--- src/rtl/cdma_rx_scheduler.sv ---
// cdma_rx_scheduler: time-shares one CDMA despreading receiver between two
// user codes. It grants users round-robin, resets the receiver on every
// switch, dwells a fixed number of symbols and queues tagged bits in a
// 4-entry FIFO.
module cdma_rx_scheduler #(
    parameter int CHIPS_PER_SYM = 64,
    parameter int SYMS_PER_SLOT = 4,
    parameter int MISS_LIMIT    = 3
) (
    input  logic       clk,
    input  logic       rst_n,
    input  logic [1:0] req,
    input  logic       rx_data,
    input  logic       rx_valid,
    output logic       rx_rst,
    output logic       user_select,
    output logic       out_valid,
    input  logic       out_ready,
    output logic       out_data,
    output logic       out_user,
    output logic [1:0] lock_lost,
    output logic       overflow,
    output logic       busy
);

    localparam int            CW        = (CHIPS_PER_SYM > 1) ? $clog2(CHIPS_PER_SYM) : 1;
    localparam logic [CW-1:0] CHIP_LAST = CW'(CHIPS_PER_SYM - 1);
    localparam logic [7:0]    SYM_LAST  = 8'(SYMS_PER_SLOT);
    localparam logic [3:0]    MISS_LIM  = 4'(MISS_LIMIT);

    localparam logic [2:0] S_IDLE  = 3'd0;
    localparam logic [2:0] S_ARB   = 3'd1;
    localparam logic [2:0] S_CLEAR = 3'd2;
    localparam logic [2:0] S_DWELL = 3'd3;
    localparam logic [2:0] S_DRAIN = 3'd4;

    logic [2:0]    state_q, state_d;
    logic [CW-1:0] chip_q, chip_d;
    logic [7:0]    sym_q, sym_d;
    logic [3:0]    miss_q, miss_d;
    logic          pend_q, pend_d;
    logic          last_grant_q, last_grant_d;
    logic          user_sel_q, user_sel_d;
    logic          rx_rst_q, rx_rst_d;
    logic [1:0]    lock_lost_q, lock_lost_d;
    logic          grant_u;
    logic          push;

    logic [3:0][1:0] fifo_q;
    logic [1:0]      wr_ptr_q, rd_ptr_q;
    logic [2:0]      cnt_q, cnt_d;
    logic            overflow_q, overflow_d;
    logic            pop, do_push;

    // Scheduler next state: arbitration, chip/symbol counting, sampling.
    always_comb begin
        state_d      = state_q;
        chip_d       = chip_q;
        sym_d        = sym_q;
        miss_d       = miss_q;
        pend_d       = pend_q;
        last_grant_d = last_grant_q;
        user_sel_d   = user_sel_q;
        lock_lost_d  = lock_lost_q;
        push         = 1'b0;
        // On a tie the user that did not win last time gets the grant.
        grant_u      = (req == 2'b11) ? ~last_grant_q : req[1];

        case (state_q)
            S_IDLE: begin
                if (req != 2'b00) state_d = S_ARB;
            end
            S_ARB: begin
                if (req != 2'b00) begin
                    user_sel_d           = grant_u;
                    last_grant_d         = grant_u;
                    lock_lost_d[grant_u] = 1'b0;
                    state_d              = S_CLEAR;
                end else begin
                    state_d = S_IDLE;
                end
            end
            S_CLEAR: begin
                chip_d  = '0;
                sym_d   = '0;
                miss_d  = '0;
                pend_d  = 1'b0;
                state_d = S_DWELL;
            end
            S_DWELL: begin
                pend_d = 1'b0;
                if (chip_q == CHIP_LAST) begin
                    chip_d = '0;
                    sym_d  = sym_q + 8'd1;
                    pend_d = 1'b1;
                    // Request drop is only honoured at a symbol boundary.
                    if ((sym_q + 8'd1 == SYM_LAST) || !req[user_sel_q]) state_d = S_DRAIN;
                end else begin
                    chip_d = chip_q + 1'b1;
                end
            end
            S_DRAIN: begin
                pend_d  = 1'b0;
                state_d = S_ARB;
            end
            default: state_d = S_IDLE;
        endcase

        // Receiver data_valid lags its last chip by one cycle, so the sample
        // lands on the cycle after the symbol end (next DWELL chip or DRAIN).
        if (pend_q && (state_q == S_DWELL || state_q == S_DRAIN)) begin
            if (rx_valid) begin
                push   = 1'b1;
                miss_d = '0;
            end else begin
                if (miss_q != 4'hF) miss_d = miss_q + 4'd1;
                if (miss_d >= MISS_LIM) begin
                    lock_lost_d[user_sel_q] = 1'b1;
                    if (state_q == S_DWELL) state_d = S_ARB;
                end
            end
        end

        rx_rst_d = (state_d == S_IDLE) || (state_d == S_CLEAR);
    end

    // Scheduler registers.
    always_ff @(posedge clk or negedge rst_n) begin
        if (!rst_n) begin
            state_q      <= S_IDLE;
            chip_q       <= '0;
            sym_q        <= '0;
            miss_q       <= '0;
            pend_q       <= 1'b0;
            last_grant_q <= 1'b1;
            user_sel_q   <= 1'b0;
            rx_rst_q     <= 1'b1;
            lock_lost_q  <= '0;
        end else begin
            state_q      <= state_d;
            chip_q       <= chip_d;
            sym_q        <= sym_d;
            miss_q       <= miss_d;
            pend_q       <= pend_d;
            last_grant_q <= last_grant_d;
            user_sel_q   <= user_sel_d;
            rx_rst_q     <= rx_rst_d;
            lock_lost_q  <= lock_lost_d;
        end
    end

    // FIFO control: a pop frees a slot for a same-cycle push even when full.
    always_comb begin
        pop        = out_valid && out_ready;
        do_push    = push && ((cnt_q != 3'd4) || pop);
        overflow_d = overflow_q | (push && (cnt_q == 3'd4) && !pop);
        cnt_d      = cnt_q + {2'b00, do_push} - {2'b00, pop};
    end

    // FIFO storage and pointers.
    always_ff @(posedge clk or negedge rst_n) begin
        if (!rst_n) begin
            fifo_q     <= '0;
            wr_ptr_q   <= '0;
            rd_ptr_q   <= '0;
            cnt_q      <= '0;
            overflow_q <= 1'b0;
        end else begin
            if (do_push) begin
                fifo_q[wr_ptr_q] <= {user_sel_q, rx_data};
                wr_ptr_q         <= wr_ptr_q + 2'd1;
            end
            if (pop) rd_ptr_q <= rd_ptr_q + 2'd1;
            cnt_q      <= cnt_d;
            overflow_q <= overflow_d;
        end
    end

    assign rx_rst      = rx_rst_q;
    assign user_select = user_sel_q;
    assign out_valid   = (cnt_q != 3'd0);
    assign out_data    = fifo_q[rd_ptr_q][0];
    assign out_user    = fifo_q[rd_ptr_q][1];
    assign lock_lost   = lock_lost_q;
    assign overflow    = overflow_q;
    assign busy        = (state_q != S_IDLE);

endmodule

--- config.mk ---
export PLATFORM = sky130hd
export DESIGN_NAME = cdma_rx_scheduler
export DESIGN_NICKNAME = d
export VERILOG_FILES = /design/src/rtl/cdma_rx_scheduler.sv
export SDC_FILE = /design/constraint.sdc
export NUM_CORES = 1
export LEC_CHECK = 0
export CAP_MARGIN = 20
export CORE_ASPECT_RATIO = 0.7
export CORE_MARGIN = 2
export CORE_UTILIZATION = 55
export CTS_CLUSTER_DIAMETER = 50
export CTS_CLUSTER_SIZE = 10
export DETAILED_ROUTE_END_ITERATION = 7
export GPL_TIMING_DRIVEN = 0
export PLACE_DENSITY = 0.84
export SYNTH_ARGS = -nofsm -noshare
export SYNTH_HDL_FRONTEND = slang
export SYNTH_SLANG_ARGS = --single-unit
export TNS_END_PERCENT = 50
--- constraint.sdc ---
create_clock -name clk -period 3.06 [get_ports clk]
set_input_delay 0.306 -clock clk [delete_from_list [all_inputs] [get_ports clk]]
set_output_delay 0.306 -clock clk [all_outputs]
set_load 0.05 [all_outputs]
==> results.sh <==
export IMPL_finalHoldViolCount=0
export IMPL_status="finished clean"
export IMPL_grt_antenna_before_repair=0
export IMPL_diodes=0
export IMPL_drtIter0Drc=135
export IMPL_insertion_delay_ns=0.29
export IMPL_path_max_fanout=10
export IMPL_syn_nets=233
export IMPL_core_um2=3920
export IMPL_dieArea_um2=4630
export IMPL_first_global_vias=1590
export IMPL_ys_top_cells_by_area="dfrtp_1, ha_1, mux2_2, o21ai_0, nand2_1"
export IMPL_route_detailed_drc=0
export IMPL_clock_skew_ns=0.00390
export IMPL_worst_setup_path_end_kind="register"
export IMPL_cp_data_required_time_ns=3.27
export IMPL_grt_max_degree=29
export IMPL_wl_um=4350
export IMPL_reg2reg_depth=11
export IMPL_gp_congestion=0.834
export IMPL_rsz0062_at_grt="false"
export IMPL_synth_edf_count=0
export IMPL_worst_path_stages=11
export IMPL_synth_most_common_cell="dfrtp_1"
export IMPL_crit_chain="clkbuf_2 -> nand3b_1 -> a2111oi_4 -> inv_1 -> ha_1 -> inv_1 -> ha_1 -> inv_1 -> fa_1 -> xnor2_1 -> xnor2_1"
export IMPL_area_growth_pct=16.3
export IMPL_crit_arrival_ns=3.03
export IMPL_grtUsageTotal_pct=21.5
export IMPL_hold_class="in2async"
export IMPL_ant_nets=0
export IMPL_drive_gt1_share_pct=12.8
export IMPL_overflow=0
export IMPL_placedInstanceArea_um2=2480
export IMPL_syn_area_um2=2250
export IMPL_io_buffers=15
export IMPL_via_per_inst=5.83
export IMPL_start_util_pct=57.4
export IMPL_synthTopCellsByCount="dfrtp_1, nand2_1, o21ai_0, inv_1, nand3_1"
export IMPL_cp_common_cell="inv_1"
export IMPL_period_share_pct=92.1
export IMPL_hpwlAfterDp_um=3250
export IMPL_instances_no_fill=294
export IMPL_tns_ns=0
export IMPL_p_total_w=0.00165
export IMPL_numCtsBuffers=5
export IMPL_avgSynthCellArea_um2=10.4
export IMPL_regArea_um2=1080
export IMPL_synth_largest_area_cell="dfrtp_1"
export IMPL_post_route_min_period_ns=2.82
export IMPL_cts_tree="built"
export IMPL_seq_area_frac_synth_pct=47.9
export IMPL_nets=258
export IMPL_yosys_most_used_dff="dfrtp_1"
export IMPL_die_w_um=80.5
export IMPL_fp_dieH_um=57.6
export IMPL_nFillCells=332
export IMPL_clkTransAtPathRegs_ns=0.08
export IMPL_cap_violations=0
export IMPL_fin_ws_ns=0.241
export IMPL_ir_drop_mv=0.389
export IMPL_multi_input_area_um2=1100
export IMPL_pin_count=16
export IMPL_cts_htree_levels=2
export IMPL_ys_seq_elements=43
export IMPL_placementRows=19
export IMPL_root_buffer="clkbuf_8"
export IMPL_synthCells=216
export IMPL_cts_buffer_depth=2
export IMPL_drtPass1Iterations=4
export IMPL_cts_sinks=43
export IMPL_path_buf_inv=4
export IMPL_wl_per_cell_um=14.8
export IMPL_power_density_nw_per_um2=629
export IMPL_tightest_slew_ns=0.677
export IMPL_startpoint_type="register"
export IMPL_crit_family="adder cells"
export IMPL_pre_cts_slack_ns=0.00818
export IMPL_slew_headroom_pct=54.2
export IMPL_max_stage_delay_ns=0.48
export IMPL_grt_pass1_wl_um=7630
export IMPL_leakagePower_nw=1.16
export IMPL_routed_via_count=1713
export IMPL_yosysUniqueCellTypes=48
export IMPL_synth_warnings=0
export IMPL_final_area_um2=2620
export IMPL_numPlacedInstances=284
export IMPL_finalSetupViolCount=0
export IMPL_drv_slew=0
export IMPL_synth_top_area_share_pct=45.5
export IMPL_max_freq_mhz=355
export IMPL_slowest_stage="a2111oi_4"
export IMPL_async_reset_ff_share_pct=100
export IMPL_path_class="reg2reg"
==> sequential cells by signal (all words and copies together) (netlist names) <==
register and flops:
user_select 1, last_grant_q 1, fifo_q 8, miss_q 4, pend_q 1, state_q 3
sym_q 8, cnt_q 3, overflow 1, lock_lost 2, rx_rst 1, wr_ptr_q 2
chip_q 6, rd_ptr_q 2
==> metal layers <==
metal	GRT usage [%]	up-vias	wire length, um
li1	-	840	-
met1	33.7	835	2210
met2	30.6	34	1910
met3	5.06	4	206
met4	4.36	0	29
met5	0	-	0
==> worst paths after layout <==
path / from / to / slack (ns)
worst min register to register: overflow$_DFF_PN0_ / overflow$_DFF_PN0_ / 0.48
worst max-delay path: state_q[2]$_DFF_PN0_ / cnt_q[2]$_DFF_PN0_ / 0.24
max in group asynchronous: rst_n / last_grant_q$_DFFE_PN1P_ / 2.06
worst max register to register: state_q[2]$_DFF_PN0_ / cnt_q[2]$_DFF_PN0_ / 0.24
worst min-delay path: rst_n / sym_q[6]$_DFFE_PN0P_ / 0.46
min in group clk: overflow$_DFF_PN0_ / overflow$_DFF_PN0_ / 0.48
==> per-stage QoR <==
step | hold WS, ns | utilization, %
finish | 0.455 | 66.8
global route | 0.496 | 66.8
CTS | 0.460 | 66.8
detailed placement | 0.246 | 63.3
global placement | 0.469 | 62.9
floorplan | 0.0104 | -
==> worst reg2reg max path, stage by stage, from the launching register on <==
cell	delay, ns
dfrtp_1	0.37
clkbuf_2	0.17
nand3b_1	0.37
a2111oi_4	0.48
inv_1	0.09
ha_1	0.28
inv_1	0.06
ha_1	0.15
inv_1	0.06
fa_1	0.37
xnor2_1	0.18
xnor2_1	0.16
==> cells by family (layout without fill, tap and decap cells) <==
group / Yosys count / in the layout / share of synthesized area (%)
DFF: 43 / 43 / 47.9
buffers and inverters: 20 / 46 / 3.39
muxes: 11 / 11 / 6.44
and+or+nand+nor: 77 / 77 / 18.4
xor gates and xnor gates: 7 / 7 / 2.72
AOI/OAI and AO/OA: 48 / 48 / 15.3
adders and majority gates: 10 / 10 / 5.89
==> timing repair <==
| action | CTS | global route |
|---|---|---|
| buffers inserted | 1 | 0 |
| endpoints found under the hold margin | 14 | 0 |
| gates resized for setup | 0 | 2 |
| pin swaps | 1 | 0 |
| hold buffers | 1 | 0 |
| endpoints found under the setup margin | 1 | 1 |
==> power breakdown <==
part | switching [W] | internal [W] | total [W] | leakage [nW]
logic | 0.000228 | 0.000183 | 0.000411 | 0.550
clock network | 0.000193 | 0.000264 | 0.000457 | 0.0612
registers | 0.000103 | 0.000677 | 0.000780 | 0.553
total | 0.000524 | 0.00112 | 0.00165 | 1.16
==> cells in the final DEF, fill, tap and decap left out, types with 6 or more instances in the layout <==
cell	count
or3_1	7
dfrtp_1	41
clkdlybuf4s50_1	14
mux2_2	8
nand2_1	21
inv_1	13
clkbuf_8	6
o21ai_0	16
a21oi_1	7
nand3_1	13
ha_1	9
==> cell type report <==
cell class | instances | share of cell area [%]
buffer | 7 | 1.10
clock buffer | 6 | 3.15
clock inverter | 2 | 1.34
inverter | 13 | 1.86
multi-input combinational | 153 | 41.9
sequential | 43 | 41.2
tap | 52 | 2.48
timing repair buffer | 18 | 6.97
(Power assumes the default switching activity.)
